===== config.mk =====
export PLATFORM = sky130hd
export DESIGN_NAME = puf_resp_uart_tx
export DESIGN_NICKNAME = d
export VERILOG_FILES = /design/src/rtl/puf_pkg.sv /design/src/rtl/puf_resp_uart_tx_uart_byte_tx.sv /design/src/rtl/puf_resp_uart_tx.sv
export SDC_FILE = /design/constraint.sdc
export NUM_CORES = 1
export LEC_CHECK = 0
export BUFFER_PORTS_ARGS = -buffer_cell sky130_fd_sc_hd__buf_2
export CAP_MARGIN = 10
export CORE_ASPECT_RATIO = 1.1
export CORE_MARGIN = 3
export CORE_UTILIZATION = 45
export CTS_CLUSTER_SIZE = 8
export DETAILED_ROUTE_END_ITERATION = 10
export GPL_TIMING_DRIVEN = 0
export PLACE_DENSITY = 0.67
export SKIP_CTS_REPAIR_TIMING = 1
export SYNTH_ARGS = -nofsm -noshare
export SYNTH_HDL_FRONTEND = slang
export SYNTH_SLANG_ARGS = --single-unit

===== constraint.sdc =====
create_clock -name clk -period 2.2 [get_ports clk]
set_clock_uncertainty 0.05 [all_clocks]
set_input_delay 0.22 -clock clk [delete_from_list [all_inputs] [get_ports clk]]
set_output_delay 0.22 -clock clk [all_outputs]
set_load 0.02 [all_outputs]

===== src/rtl/puf_pkg.sv =====
// Shared definitions for the PUF response UART transmitter.
package puf_pkg;

  typedef enum logic [2:0] {
    IDLE,
    REQ,
    START,
    DATA,
    STOP,
    FIN
  } puf_state_e;

  localparam int unsigned DATA_BITS            = 8;
  localparam int unsigned FRAME_BITS           = 10;
  localparam int unsigned CLKS_PER_BIT_DEFAULT = 868;

endpackage


===== src/rtl/puf_resp_uart_tx_uart_byte_tx.sv =====
// 8N1 byte serialiser; accepts a new byte during the last stop-bit cycle so
// back-to-back frames leave no idle gap on the line.
module uart_byte_tx
  import puf_pkg::*;
#(
  parameter int unsigned CLKS_PER_BIT = CLKS_PER_BIT_DEFAULT
) (
  input  logic       clk,
  input  logic       rst_n,
  input  logic [7:0] byte_in,
  input  logic       byte_valid,
  output logic       byte_ready,
  output logic       tx
);

  localparam int unsigned BAUD_W = $clog2(CLKS_PER_BIT);
  localparam logic [BAUD_W-1:0] BAUD_LAST = BAUD_W'(CLKS_PER_BIT - 1);

  puf_state_e        state_q, state_d;
  logic [BAUD_W-1:0] baud_q, baud_d;
  logic [2:0]        bit_q, bit_d;
  logic [7:0]        sh_q, sh_d;
  logic              tx_q, tx_d;
  logic              bit_end;

  assign bit_end    = (baud_q == BAUD_LAST);
  assign byte_ready = (state_q == IDLE) || ((state_q == STOP) && bit_end);
  assign tx         = tx_q;

  always_ff @(posedge clk) begin
    if (!rst_n) begin
      state_q <= IDLE;
      baud_q  <= '0;
      bit_q   <= '0;
      sh_q    <= '0;
      tx_q    <= 1'b1;
    end else begin
      state_q <= state_d;
      baud_q  <= baud_d;
      bit_q   <= bit_d;
      sh_q    <= sh_d;
      tx_q    <= tx_d;
    end
  end

  always_comb begin
    state_d = state_q;
    baud_d  = bit_end ? '0 : baud_q + 1'b1;
    bit_d   = bit_q;
    sh_d    = sh_q;
    tx_d    = tx_q;
    unique case (state_q)
      IDLE: begin
        baud_d = '0;
        if (byte_valid) begin
          state_d = START;
          sh_d    = byte_in;
          tx_d    = 1'b0;
        end
      end
      START: begin
        if (bit_end) begin
          state_d = DATA;
          bit_d   = '0;
          tx_d    = sh_q[0];
        end
      end
      DATA: begin
        if (bit_end) begin
          if (bit_q == 3'(DATA_BITS - 1)) begin
            state_d = STOP;
            tx_d    = 1'b1;
          end else begin
            bit_d = bit_q + 1'b1;
            sh_d  = sh_q >> 1;
            tx_d  = sh_q[1];
          end
        end
      end
      STOP: begin
        if (bit_end) begin
          if (byte_valid) begin
            state_d = START;
            sh_d    = byte_in;
            tx_d    = 1'b0;
          end else begin
            state_d = IDLE;
            tx_d    = 1'b1;
          end
        end
      end
      default: begin
        state_d = IDLE;
        tx_d    = 1'b1;
      end
    endcase
  end

endmodule


===== src/rtl/puf_resp_uart_tx.sv =====
// PUF measurement initiator: requests a measurement, captures the response
// word and streams it LSB byte first as back-to-back 8N1 UART frames.
module puf_resp_uart_tx
  import puf_pkg::*;
#(
  parameter int unsigned CLKS_PER_BIT = CLKS_PER_BIT_DEFAULT,
  parameter int unsigned RESP_BITS    = 256
) (
  input  logic                 clk,
  input  logic                 rst_n,
  input  logic                 trigger,
  input  logic                 puf_done,
  input  logic [RESP_BITS-1:0] response,
  output logic                 puf_start,
  output logic                 tx,
  output logic                 busy,
  output logic                 tx_done
);

  localparam int unsigned NUM_BYTES = RESP_BITS / 8;
  localparam int unsigned IDX_W     = (NUM_BYTES > 1) ? $clog2(NUM_BYTES) : 1;
  localparam logic [IDX_W-1:0] LAST_IDX = IDX_W'(NUM_BYTES - 1);

  puf_state_e           state_q, state_d;
  logic [RESP_BITS-1:0] cap_q, cap_d;
  logic [IDX_W-1:0]     byte_idx_q, byte_idx_d, next_idx;
  logic                 puf_start_q, busy_q, tx_done_q;
  logic [7:0]           byte_in;
  logic                 byte_valid, byte_ready;

  assign next_idx  = byte_idx_q + 1'b1;
  assign puf_start = puf_start_q;
  assign busy      = busy_q;
  assign tx_done   = tx_done_q;

  uart_byte_tx #(
    .CLKS_PER_BIT(CLKS_PER_BIT)
  ) u_byte_tx (
    .clk       (clk),
    .rst_n     (rst_n),
    .byte_in   (byte_in),
    .byte_valid(byte_valid),
    .byte_ready(byte_ready),
    .tx        (tx)
  );

  always_ff @(posedge clk) begin
    if (!rst_n) begin
      state_q     <= IDLE;
      cap_q       <= '0;
      byte_idx_q  <= '0;
      puf_start_q <= 1'b0;
      busy_q      <= 1'b0;
      tx_done_q   <= 1'b0;
    end else begin
      state_q     <= state_d;
      cap_q       <= cap_d;
      byte_idx_q  <= byte_idx_d;
      puf_start_q <= (state_d == REQ);
      busy_q      <= (state_d != IDLE);
      tx_done_q   <= (state_d == FIN);
    end
  end

  // byte_idx tracks the byte on the line; DATA here spans the serialiser's
  // START/DATA/STOP, and byte 0 is taken straight from response so its start
  // bit appears the cycle after puf_done.
  always_comb begin
    state_d    = state_q;
    cap_d      = cap_q;
    byte_idx_d = byte_idx_q;
    byte_valid = 1'b0;
    byte_in    = cap_q[{next_idx, 3'b000} +: 8];
    unique case (state_q)
      IDLE: begin
        if (trigger) state_d = REQ;
      end
      REQ: begin
        byte_in    = response[7:0];
        byte_valid = puf_done;
        if (puf_done) begin
          cap_d      = response;
          byte_idx_d = '0;
          state_d    = DATA;
        end
      end
      DATA: begin
        if (byte_idx_q != LAST_IDX) begin
          byte_valid = 1'b1;
          if (byte_ready) byte_idx_d = next_idx;
        end else if (byte_ready) begin
          state_d = FIN;
        end
      end
      FIN: begin
        state_d = IDLE;
      end
      default: begin
        state_d = IDLE;
      end
    endcase
  end

endmodule


==> metrics.csv <==
metric,value,unit
hpwl,32000,um
die_w,169,um
grt_start_max_net_pins,12,
fillers,2270,
p_int,9.79,mW
max_freq,451,MHz
p_switching,3.12,mW
finalWeightedCongestion,0.946,
cap_viol_max_count,0,
clkPwrFrac,44.4,%
yosysSeqAreaShare,44.4,%
port_buffers,263,
initial_utilization,45.8,%
path_clk_slew,50,ps
rrSetupSlack,-20,ps
fin_area,19000,um^2
finalWirelength,49300,um
crit_path_max_fanout,11,
netlist_area,13200,um^2
rows,65,
track_usage,26.1,%
dp_cells,2169,
finish.net_count,2377,
setup_viol_count_final,2,
ir_drop,0.000502,V
synth_area_per_cell,8.56,um^2
finalWorstSetupSlack,-18.3,ps
min_period,2220,ps
cts-root-buf,clkbuf_16,
ys_warn_count,0,
multiInputGateArea,6890,um^2
ant_nets,0,
total_power,12.9,mW
antenna_found_initial,0,
clk_path_buf_depth,3,
cts_max_level,2,
insertion_delay,530,ps
violations,setup timing,
regArea,5850,um^2
placed_area,14900,um^2
firstDrtPassIters,5,
powerDensity,680,nW/um^2
rsz0062_at_grt,true,
synth_nets,1803,
die_y,185,um
syn_inst,1538,
grt-ovfl-total,0,
syn_to_final_growth,44.2,%
hold_slack,3.99,ps
wl_per_cell,19.8,um
min_path_type,in2reg,
switching_share,24.2,%
drive_gt1_share,22.1,%
synthArstFlopShare,0,%
finalMaxSlewViolations,0,
hold_violations,0,
die_area,31400,um^2
cts_inserted_buffers,42,
cts_sinks,292,
via_count,13600,
p_comb_share,11.9,%
seq_power_share,43.7,%
synth_edf_count,0,
fin_crit_sh,101,%
cts_tree,done,
ys_ff_latch,292,
arrival,2570,ps
synth.distinct_cells,48,
grt_pass1_wl,63400,um
viasPerCell,5.50,
cp-start-kind,register,
worst-setup-path-type,reg2reg,
grt_pass1_vias,11800,
drt_iter0_drc,1055,
tightest_slew,805,ps
slew_headroom,46.1,%
outcome,"complete, but fails checks",
drc,0,
ios,264,
stdcell_count,2483,
cp.required,2550,ps
end_kind,register,
preCtsSetupSlack,-360,ps
leakagePower,7.21,nW
core_region_area,28800,um^2
synth_ff_type,dfxtp_1,
power by group through the flow:
stage	logic, mW	clock network (mW)	registers [mW]
after floorplan	0.603	0	5.70
after global placement	1.09	0	5.73
after detailed placement	1.10	0	5.74
after CTS	1.11	5.74	5.64
after global routing	1.65	5.99	5.66
final	1.53	5.74	5.64
synth_stat cells, types with 2 or more instances:
cell type  instances  area, um^2
nand2_1          606        2270
dfxtp_1          292        5850
a21boi_0         252        1890
clkbuf_1          71         267
mux4_2            56        1260
nand3_1           48         240
buf_2             39         195
nand4_1           19         119
nor2_1            19        71.3
a22oi_1           11        82.6
o21ai_0           11        55.1
a21boi_1           8        60.1
buf_4              8        60.1
mux2i_1            8        80.1
nor2b_1            8        50.1
o211ai_1           8        60.1
xor2_1             8        70.1
nand2b_1           7        43.8
inv_1              6        22.5
a21oi_1            5        25.0
ha_1               5        62.6
and2_1             4        25.0
and3_1             4        25.0
o22ai_1            4        25.0
a31oi_1            3        18.8
xnor2_1            3        26.3
buf_1              2        7.51
nor4_1             2        12.5
or2_2              2        12.5
sequential cells by signal, indices dropped and copies added, names as in the netlist:
name,cells
busy,1
byte_idx_q,5
cap_q,256
puf_start,1
state_q,3
tx_done,1
u_byte_tx.baud_q,10
u_byte_tx.bit_q,3
u_byte_tx.sh_q,8
u_byte_tx.state_q,3
u_byte_tx.tx,1
final cells by class:
class | count | area share (%)
Multi-Input combinational cell | 1120 | 36.3
Sequential cell | 292 | 30.8
Timing Repair Buffer | 531 | 21.0
Clock buffer | 42 | 5.53
Buffer | 119 | 3.46
Tap cell | 368 | 2.42
Clock inverter | 4 | 0.336
Inverter | 6 | 0.119
Antenna cell | 1 | 0.0132
worst max-delay path, cell delays in order (launching register included):
cell and delay (ps):
dfxtp_4 350, ha_4 280, buf_12 170, buf_12 170
mux4_2 520, nand2_1 120, nand3_1 150, nand4_1 190
o21ai_1 90
final timing paths:
path	startpoint	end	depth (start not counted)
setup reg to reg	byte_idx_q[1]	u_byte_tx.sh_q[0]	8
setup / recovery	byte_idx_q[1]	u_byte_tx.sh_q[0]	8
hold / removal	response[143]	cap_q[143]	3
hold reg to reg	cap_q[81]	cap_q[81]	2
metal layers:
| layer | wire, um | GRT usage, % | vias to the layer above |
|---|---|---|---|
| met1 | 19000 | 33.1 | 6420 |
| li1 | - | - | 6324 |
| met5 | 0 | 0 | - |
| met2 | 23900 | 44.1 | 705 |
| met3 | 3850 | 5.27 | 199 |
| met4 | 2550 | 9.75 | 0 |
metrics by stage:
| stage | TNS [ps] | utilization (%) |
|---|---|---|
| 2_1_floorplan | 0 | - |
| 3_3_place_gp | -2470 | 51.9 |
| 3_5_place_dp | -3060 | 51.9 |
| 4_1_cts | -3460 | 55.8 |
| 5_1_grt | -446 | 66.0 |
| 6_report | -29.8 | 66.0 |
placed cells by master (no fill, tap or decap), types with 7 or more instances in the layout:
cell	netlist	routed
nand2_1	606	604
dfxtp_1	292	290
buf_2	39	289
dlygate4sd3_1	0	256
a21boi_0	252	252
clkbuf_1	71	58
mux4_2	56	56
nand3_1	48	45
clkbuf_16	0	43
nand4_1	19	19
nor2_1	19	18
buf_4	8	18
clkbuf_2	0	14
a22oi_1	11	11
a21boi_1	8	8
o211ai_1	8	8
nand2b_1	7	7
nor2b_1	8	7
cell families (layout without fill, tap and decap cells):
group,Yosys count,in the layout,share of synthesized area [%]
xor+xnor,11,11,0.731
buf+inv,126,702,4.19
compound gates,313,313,17.7
simple gates,727,727,22.3
mux,64,64,10.2
fa+ha+maj,5,5,0.475
other cells,0,1,0
flops,292,292,44.4
Power figures use the tool's default switching activity.
